`src/rtl/univ_shift_reg.sv`:
```
// Universal shift register: hold, shift right/left (serial or rotate), parallel
// load, with a saturating shift counter and a one-cycle done pulse when the
// counter first reaches WIDTH.
module univ_shift_reg #(
    parameter int              WIDTH     = 8,
    parameter logic [WIDTH-1:0] RESET_VAL = '0,
    localparam int             CW        = $clog2(WIDTH + 1)
) (
    input  logic             clk,
    input  logic             rst_n,
    input  logic [1:0]       mode,
    input  logic             rotate,
    input  logic             ser_in_msb,
    input  logic             ser_in_lsb,
    input  logic [WIDTH-1:0] parallel_in,
    output logic [WIDTH-1:0] parallel_out,
    output logic             ser_out_msb,
    output logic             ser_out_lsb,
    output logic [CW-1:0]    shift_cnt,
    output logic             done
);

    localparam logic [1:0] M_HOLD  = 2'b00;
    localparam logic [1:0] M_SHR   = 2'b01;
    localparam logic [1:0] M_SHL   = 2'b10;
    localparam logic [1:0] M_LOAD  = 2'b11;

    localparam logic [CW-1:0] CNT_MAX = CW'(WIDTH);

    logic [WIDTH-1:0] data_q, data_d;
    logic [CW-1:0]    cnt_q, cnt_d;
    logic             done_q, done_d;
    logic             is_shift;

    // Both shift directions count identically, rotate or not.
    assign is_shift = (mode == M_SHR) || (mode == M_SHL);

    // Next data value: the incoming bit is either the serial input or the bit
    // falling off the opposite end, so the unused serial input never reaches data.
    always_comb begin
        data_d = data_q;
        unique case (mode)
            M_HOLD: data_d = data_q;
            M_SHR:  data_d = {(rotate ? data_q[0] : ser_in_msb), data_q[WIDTH-1:1]};
            M_SHL:  data_d = {data_q[WIDTH-2:0], (rotate ? data_q[WIDTH-1] : ser_in_lsb)};
            M_LOAD: data_d = parallel_in;
            default: data_d = data_q;
        endcase
    end

    // Counter saturates at WIDTH; done fires only on the WIDTH-1 -> WIDTH step,
    // so it cannot re-fire while saturated and always drops after one cycle.
    always_comb begin
        cnt_d  = cnt_q;
        done_d = 1'b0;
        if (mode == M_LOAD) begin
            cnt_d = '0;
        end else if (is_shift && (cnt_q != CNT_MAX)) begin
            cnt_d  = cnt_q + 1'b1;
            done_d = (cnt_q == CNT_MAX - 1'b1);
        end
    end

    // State registers with immediate asynchronous reset.
    always_ff @(posedge clk or negedge rst_n) begin
        if (!rst_n) begin
            data_q <= RESET_VAL;
            cnt_q  <= '0;
            done_q <= 1'b0;
        end else begin
            data_q <= data_d;
            cnt_q  <= cnt_d;
            done_q <= done_d;
        end
    end

    assign parallel_out = data_q;
    assign ser_out_msb  = data_q[WIDTH-1];
    assign ser_out_lsb  = data_q[0];
    assign shift_cnt    = cnt_q;
    assign done         = done_q;

endmodule

```
`config.mk`:
```
export PLATFORM = sky130hd
export DESIGN_NAME = univ_shift_reg
export DESIGN_NICKNAME = d
export VERILOG_FILES = /design/src/rtl/univ_shift_reg.sv
export SDC_FILE = /design/constraint.sdc
export NUM_CORES = 1
export LEC_CHECK = 0
export ABC_CLOCK_PERIOD_IN_PS = 1180
export BUFFER_PORTS_ARGS = -buffer_cell sky130_fd_sc_hd__buf_4
export CELL_PAD_IN_SITES_DETAIL_PLACEMENT = 0
export CELL_PAD_IN_SITES_GLOBAL_PLACEMENT = 1
export CORE_MARGIN = 4
export CORE_UTILIZATION = 31
export CTS_CLUSTER_DIAMETER = 100
export DETAILED_ROUTE_END_ITERATION = 10
export PLACE_DENSITY = 0.85
export SYNTH_ARGS = -nofsm -noshare
export SYNTH_HDL_FRONTEND = slang
export SYNTH_SLANG_ARGS = --single-unit
```
`constraint.sdc`:
```
create_clock -name clk -period 1.18 [get_ports clk]
set_input_delay 0.118 -clock clk [delete_from_list [all_inputs] [get_ports clk]]
set_output_delay 0.118 -clock clk [all_outputs]
set_load 0.005 [all_outputs]
```
== After elaboration in Yosys (flattened, before gate mapping) ==
Cells that the tools add are included.

* Output and inout port bits: 15
* Flip-flop bits (word level): 13

* Add/subtract/negate cells: 1
* Muxes and demuxes: 7
* Eq/ne operators: 5
* Reduce and logical (&&, ||, !) cells: 4

{| class="wikitable"
|+ Operator list
! cell !! number
|-
| 8-bit one-hot mux with 3 select lines || 1
|-
| 4-bit 2-to-1 mux || 2
|-
| 4-bit by 1-bit adder with 4-bit output, second input constant || 1
|-
| 2-bit equality test, second input constant || 2
|-
| 4-bit by 3-bit equality test with 1-bit output, second input constant || 1
|-
| 1-bit 2-to-1 mux || 4
|-
| 4-bit inequality test, second input constant || 1
|-
| 2-bit by 1-bit equality test with 1-bit output, second input constant || 1
|-
| 2-bit logical NOT || 1
|-
| 2-bit nonzero test || 1
|-
| 1-bit logical AND || 1
|-
| 1-bit logical OR || 1
|}

== Longest topological paths before layout ==
* Depth in word-level cells: 5
* Mapped depth: 6
* Depth with buffers taken out: 5

== Worst setup path after synthesis ==
OpenSTA, ideal clock, no wires.

* Path type: register -> register
* From: reg cnt_q[0], in the netlist shift_cnt[0]
* To: reg cnt_q[0], in the netlist shift_cnt[0]
* Period minus slack after synthesis: 1.293 ns
* Data required time: 1.055 ns
* Path slack: -0.113 ns
* Path buffers: 0
* Data arrival time: 1.168 ns
* Stages on the path, launching flop included: 6
* Path through: dfrtp_1 inv_1 ha_1 nand2_1 o21a_1 mux2_2

* Word-level cells in the longest chain between the ends: 3

{| class="wikitable"
|+ RTL lines
! what !! line !! RTL
|-
| start: declaration || 31 || <nowiki>logic [CW-1:0] cnt_q, cnt_d;</nowiki>
|-
| start signal: assignment || 72 || <nowiki>cnt_q <= cnt_d;</nowiki>
|-
| 4-bit by 1-bit adder with 4-bit output / 4-bit inequality test (equally long branches) || 59, 58 ||
|-
| 4-bit 2-to-1 mux / 1-bit logical AND (equally long branches) || 58 || <nowiki>end else if (is_shift && (cnt_q != CNT_MAX)) begin</nowiki>
|-
| 4-bit 2-to-1 mux / 2-bit nonzero test (equally long branches) || -- ||
|}

Several ways; a longest one is shown, not always the timed one. The select of a mux whose other input is x is not followed.
A chain may end at the register's enable or synchronous reset.

== Worst setup path in the final report ==
* From: reg cnt_q[0], in the netlist shift_cnt[0]
* To: reg cnt_q[2], in the netlist shift_cnt[2]

The elaborated chain is that of the path after synthesis.

==> impl_metrics.env <==
export IMPL_netlist_area_leader_share_pct=41.5
export IMPL_leakagePower_nw=0.587
export IMPL_worstSetupPathType="reg2reg"
export IMPL_drc_errors=0
export IMPL_fin_nets=142
export IMPL_maxSlewHeadroom_pct=70.2
export IMPL_min_path_type="in2reg"
export IMPL_clk_latency_ps=270
export IMPL_antenna_found_initial=0
export IMPL_synthSimpleGateAreaFrac_pct=10.2
export IMPL_synth_top_family_by_area="compound AO/OA/AOI/OAI gates"
export IMPL_peakVddDrop_v=0.000807
export IMPL_start_util_pct=34.1
export IMPL_syn_area_per_cell_um2=9.91
export IMPL_drtAntennaViolNets=0
export IMPL_outcome="finished, violations left"
export IMPL_io_pins=30
export IMPL_yosysSeqAreaShare_pct=41.5
export IMPL_clock_skew_ps=2.24
export IMPL_grt_max_degree=14
export IMPL_yosysUniqueCellTypes=23
export IMPL_grt_overflow=0
export IMPL_cts_buffers=3
export IMPL_grt_total_usage_pct=12.9
export IMPL_crit_fanout=3
export IMPL_dieHeight_um=58.3
export IMPL_synthTopCellsByArea="dfrtp_1, ha_1, a22o_1, a21oi_1, a211oi_1"
export IMPL_clockBufferDepth=2
export IMPL_routedWlPerCell_um=14.2
export IMPL_dr_pass1_iters=4
export IMPL_synth_compound_area_share_pct=22.2
export IMPL_vias=726
export IMPL_viasPerCell=4.87
export IMPL_numPortBuffers=29
export IMPL_fin_setup_tns_ps=-272
export IMPL_ys_warnings_count=0
export IMPL_powerDensity_mw_per_mm2=1450
export IMPL_start_kind="register"
export IMPL_final_common_cell="buf_4"
export IMPL_yosys_area_top_type="dfrtp_1"
export IMPL_cts_sinks=13
export IMPL_syn_inst=79
export IMPL_final_cell_mix="buf_4, dfrtp_1, inv_1, a21oi_1"
export IMPL_max_cap_violations=0
export IMPL_yosys_area_share_xor_xnor_pct=1.12
export IMPL_grt_first_pass_wirelength_um=3370
export IMPL_root_buffer="clkbuf_4"
export IMPL_antennaDiodeCount=0
export IMPL_grt_pass1_vias=760
export IMPL_grt_setup_unrepaired="true"
export IMPL_ys_ff_latch=13
export IMPL_layout_drive_gt1_share_pct=47.1
export IMPL_cts_tree="done"
export IMPL_violations="negative setup slack"
export IMPL_period_minus_slack_ps=1290
export IMPL_pre_cts_slack_ps=-143
export IMPL_syn_nets=99
export IMPL_place_congestion=0.716
export IMPL_core_mm2=0.00230
export IMPL_endpoint_kind="register"
export IMPL_arrival_ps=1490
export IMPL_dp_hpwl_um=1490
export IMPL_syn_area_um2=783
export IMPL_drtIter0Drc=23
export IMPL_layout_setup_ws_ps=-106
export IMPL_synthAdderAreaFrac_pct=7.99
export IMPL_required_ps=1380
export IMPL_cts_max_level=1
export IMPL_die_width_um=58.3
export IMPL_rows=17
export IMPL_path_clk_slew_ps=80
export IMPL_drt_wl_total_um=2110
export IMPL_area_growth_syn_to_layout_pct=49.4
export IMPL_muxShareOfSynthArea_pct=5.59
export IMPL_finalMaxSlewViolations=0
export IMPL_tightest_slew_ps=447
export IMPL_period_share_pct=109
export IMPL_setup_viol=4
export IMPL_hold_violations=0
export IMPL_die_area_mm2=0.00339
export IMPL_fmax_mhz=778
[final timing paths]
check                                start              end  slack [ps]  cells past startpoint
setup / recovery              shift_cnt[0]     shift_cnt[2]        -110                      5
hold / removal              parallel_in[0]  parallel_out[0]         170                      3
setup reg to reg              shift_cnt[0]     shift_cnt[2]        -110                      5
hold reg to reg            parallel_out[6]  parallel_out[6]         560                      2
max in group asynchronous            rst_n     shift_cnt[1]         780                      2
min in group asynchronous            rst_n  parallel_out[7]         230                      2
[flip-flops by register name, indices dropped and copies added, names as in the netlist]
register and cells:
parallel_out 8, shift_cnt 4, done 1
[per-layer routing]
layer	vias to the layer above	wire length [um]	GRT usage [%]
li1	358	-	-
met1	346	838	13.8
met2	22	1120	24.2
met3	0	155	4.90
met4	0	0	1.99
met5	-	0	0
[power breakdown]
part / switching, W / internal [W] / total, W
registers: 0.000118 / 0.000538 / 0.000656
clock network: 0.000145 / 0.000131 / 0.000276
logic: 0.000292 / 0.000470 / 0.000763
total: 0.000556 / 0.00114 / 0.00170
[final cells by class]
cell class | instances | area (um^2)
clock buffer | 4 | 26.3
timing repair buffer | 44 | 333
tap | 28 | 35.0
multi-input combinational | 49 | 409
fill | 227 | 1130
inverter | 11 | 41.3
sequential | 13 | 325
[cell usage after synthesis]
library cell	number
a211oi_1	6
a21oi_1	10
a221o_1	1
a221oi_1	1
a22o_1	6
buf_2	2
buf_4	2
buf_6	2
dfrtp_1	13
ha_1	5
inv_1	11
mux2_2	3
mux2i_1	1
nand2_1	4
nand2b_1	2
nand4_1	1
nor2_1	3
nor2_4	1
nor2b_1	1
nor4b_1	1
o21a_1	1
or3b_1	1
xor2_1	1
[what timing repair did]
action	CTS	global route
setup buffers	4	1
gates resized for setup	7	2
setup endpoints to repair	3	5
hold buffers	1	0
pin swaps	3	1
endpoints found under the hold margin	13	0
[cell families (layout without fill, tap and decap cells)]
| group | count (synthesis) | after routing |
|---|---|---|
| compound gates | 25 | 25 |
| flops | 13 | 13 |
| xor+xnor | 1 | 1 |
| mux | 4 | 4 |
| fa+ha+maj | 5 | 5 |
| buf+inv | 17 | 59 |
| simple gates | 14 | 14 |
[worst max-delay path, cell delays in order, from the launching register on]
cell	delay [ps]
dfrtp_1	400
buf_4	130
ha_1	130
nand2_1	60
or3b_4	370
a21oi_2	130
[through the flow]
| step | utilization [%] | hold WS, ps | power (W) | area (um^2) | cells |
|---|---|---|---|---|---|
| after floorplan | - | -178 | 0.000916 | 786 | 79 |
| after detailed placement | 46.1 | -22.0 | 0.00125 | 1060 | 139 |
| after CTS | 49.9 | 167 | 0.00167 | 1150 | 148 |
| final | 50.9 | 169 | 0.00170 | 1170 | 149 |
| after global routing | 50.9 | 157 | 0.00181 | 1170 | 149 |
| after global placement | 46.1 | -25.9 | 0.00123 | 1060 | 139 |
(Power assumes the default switching activity.)
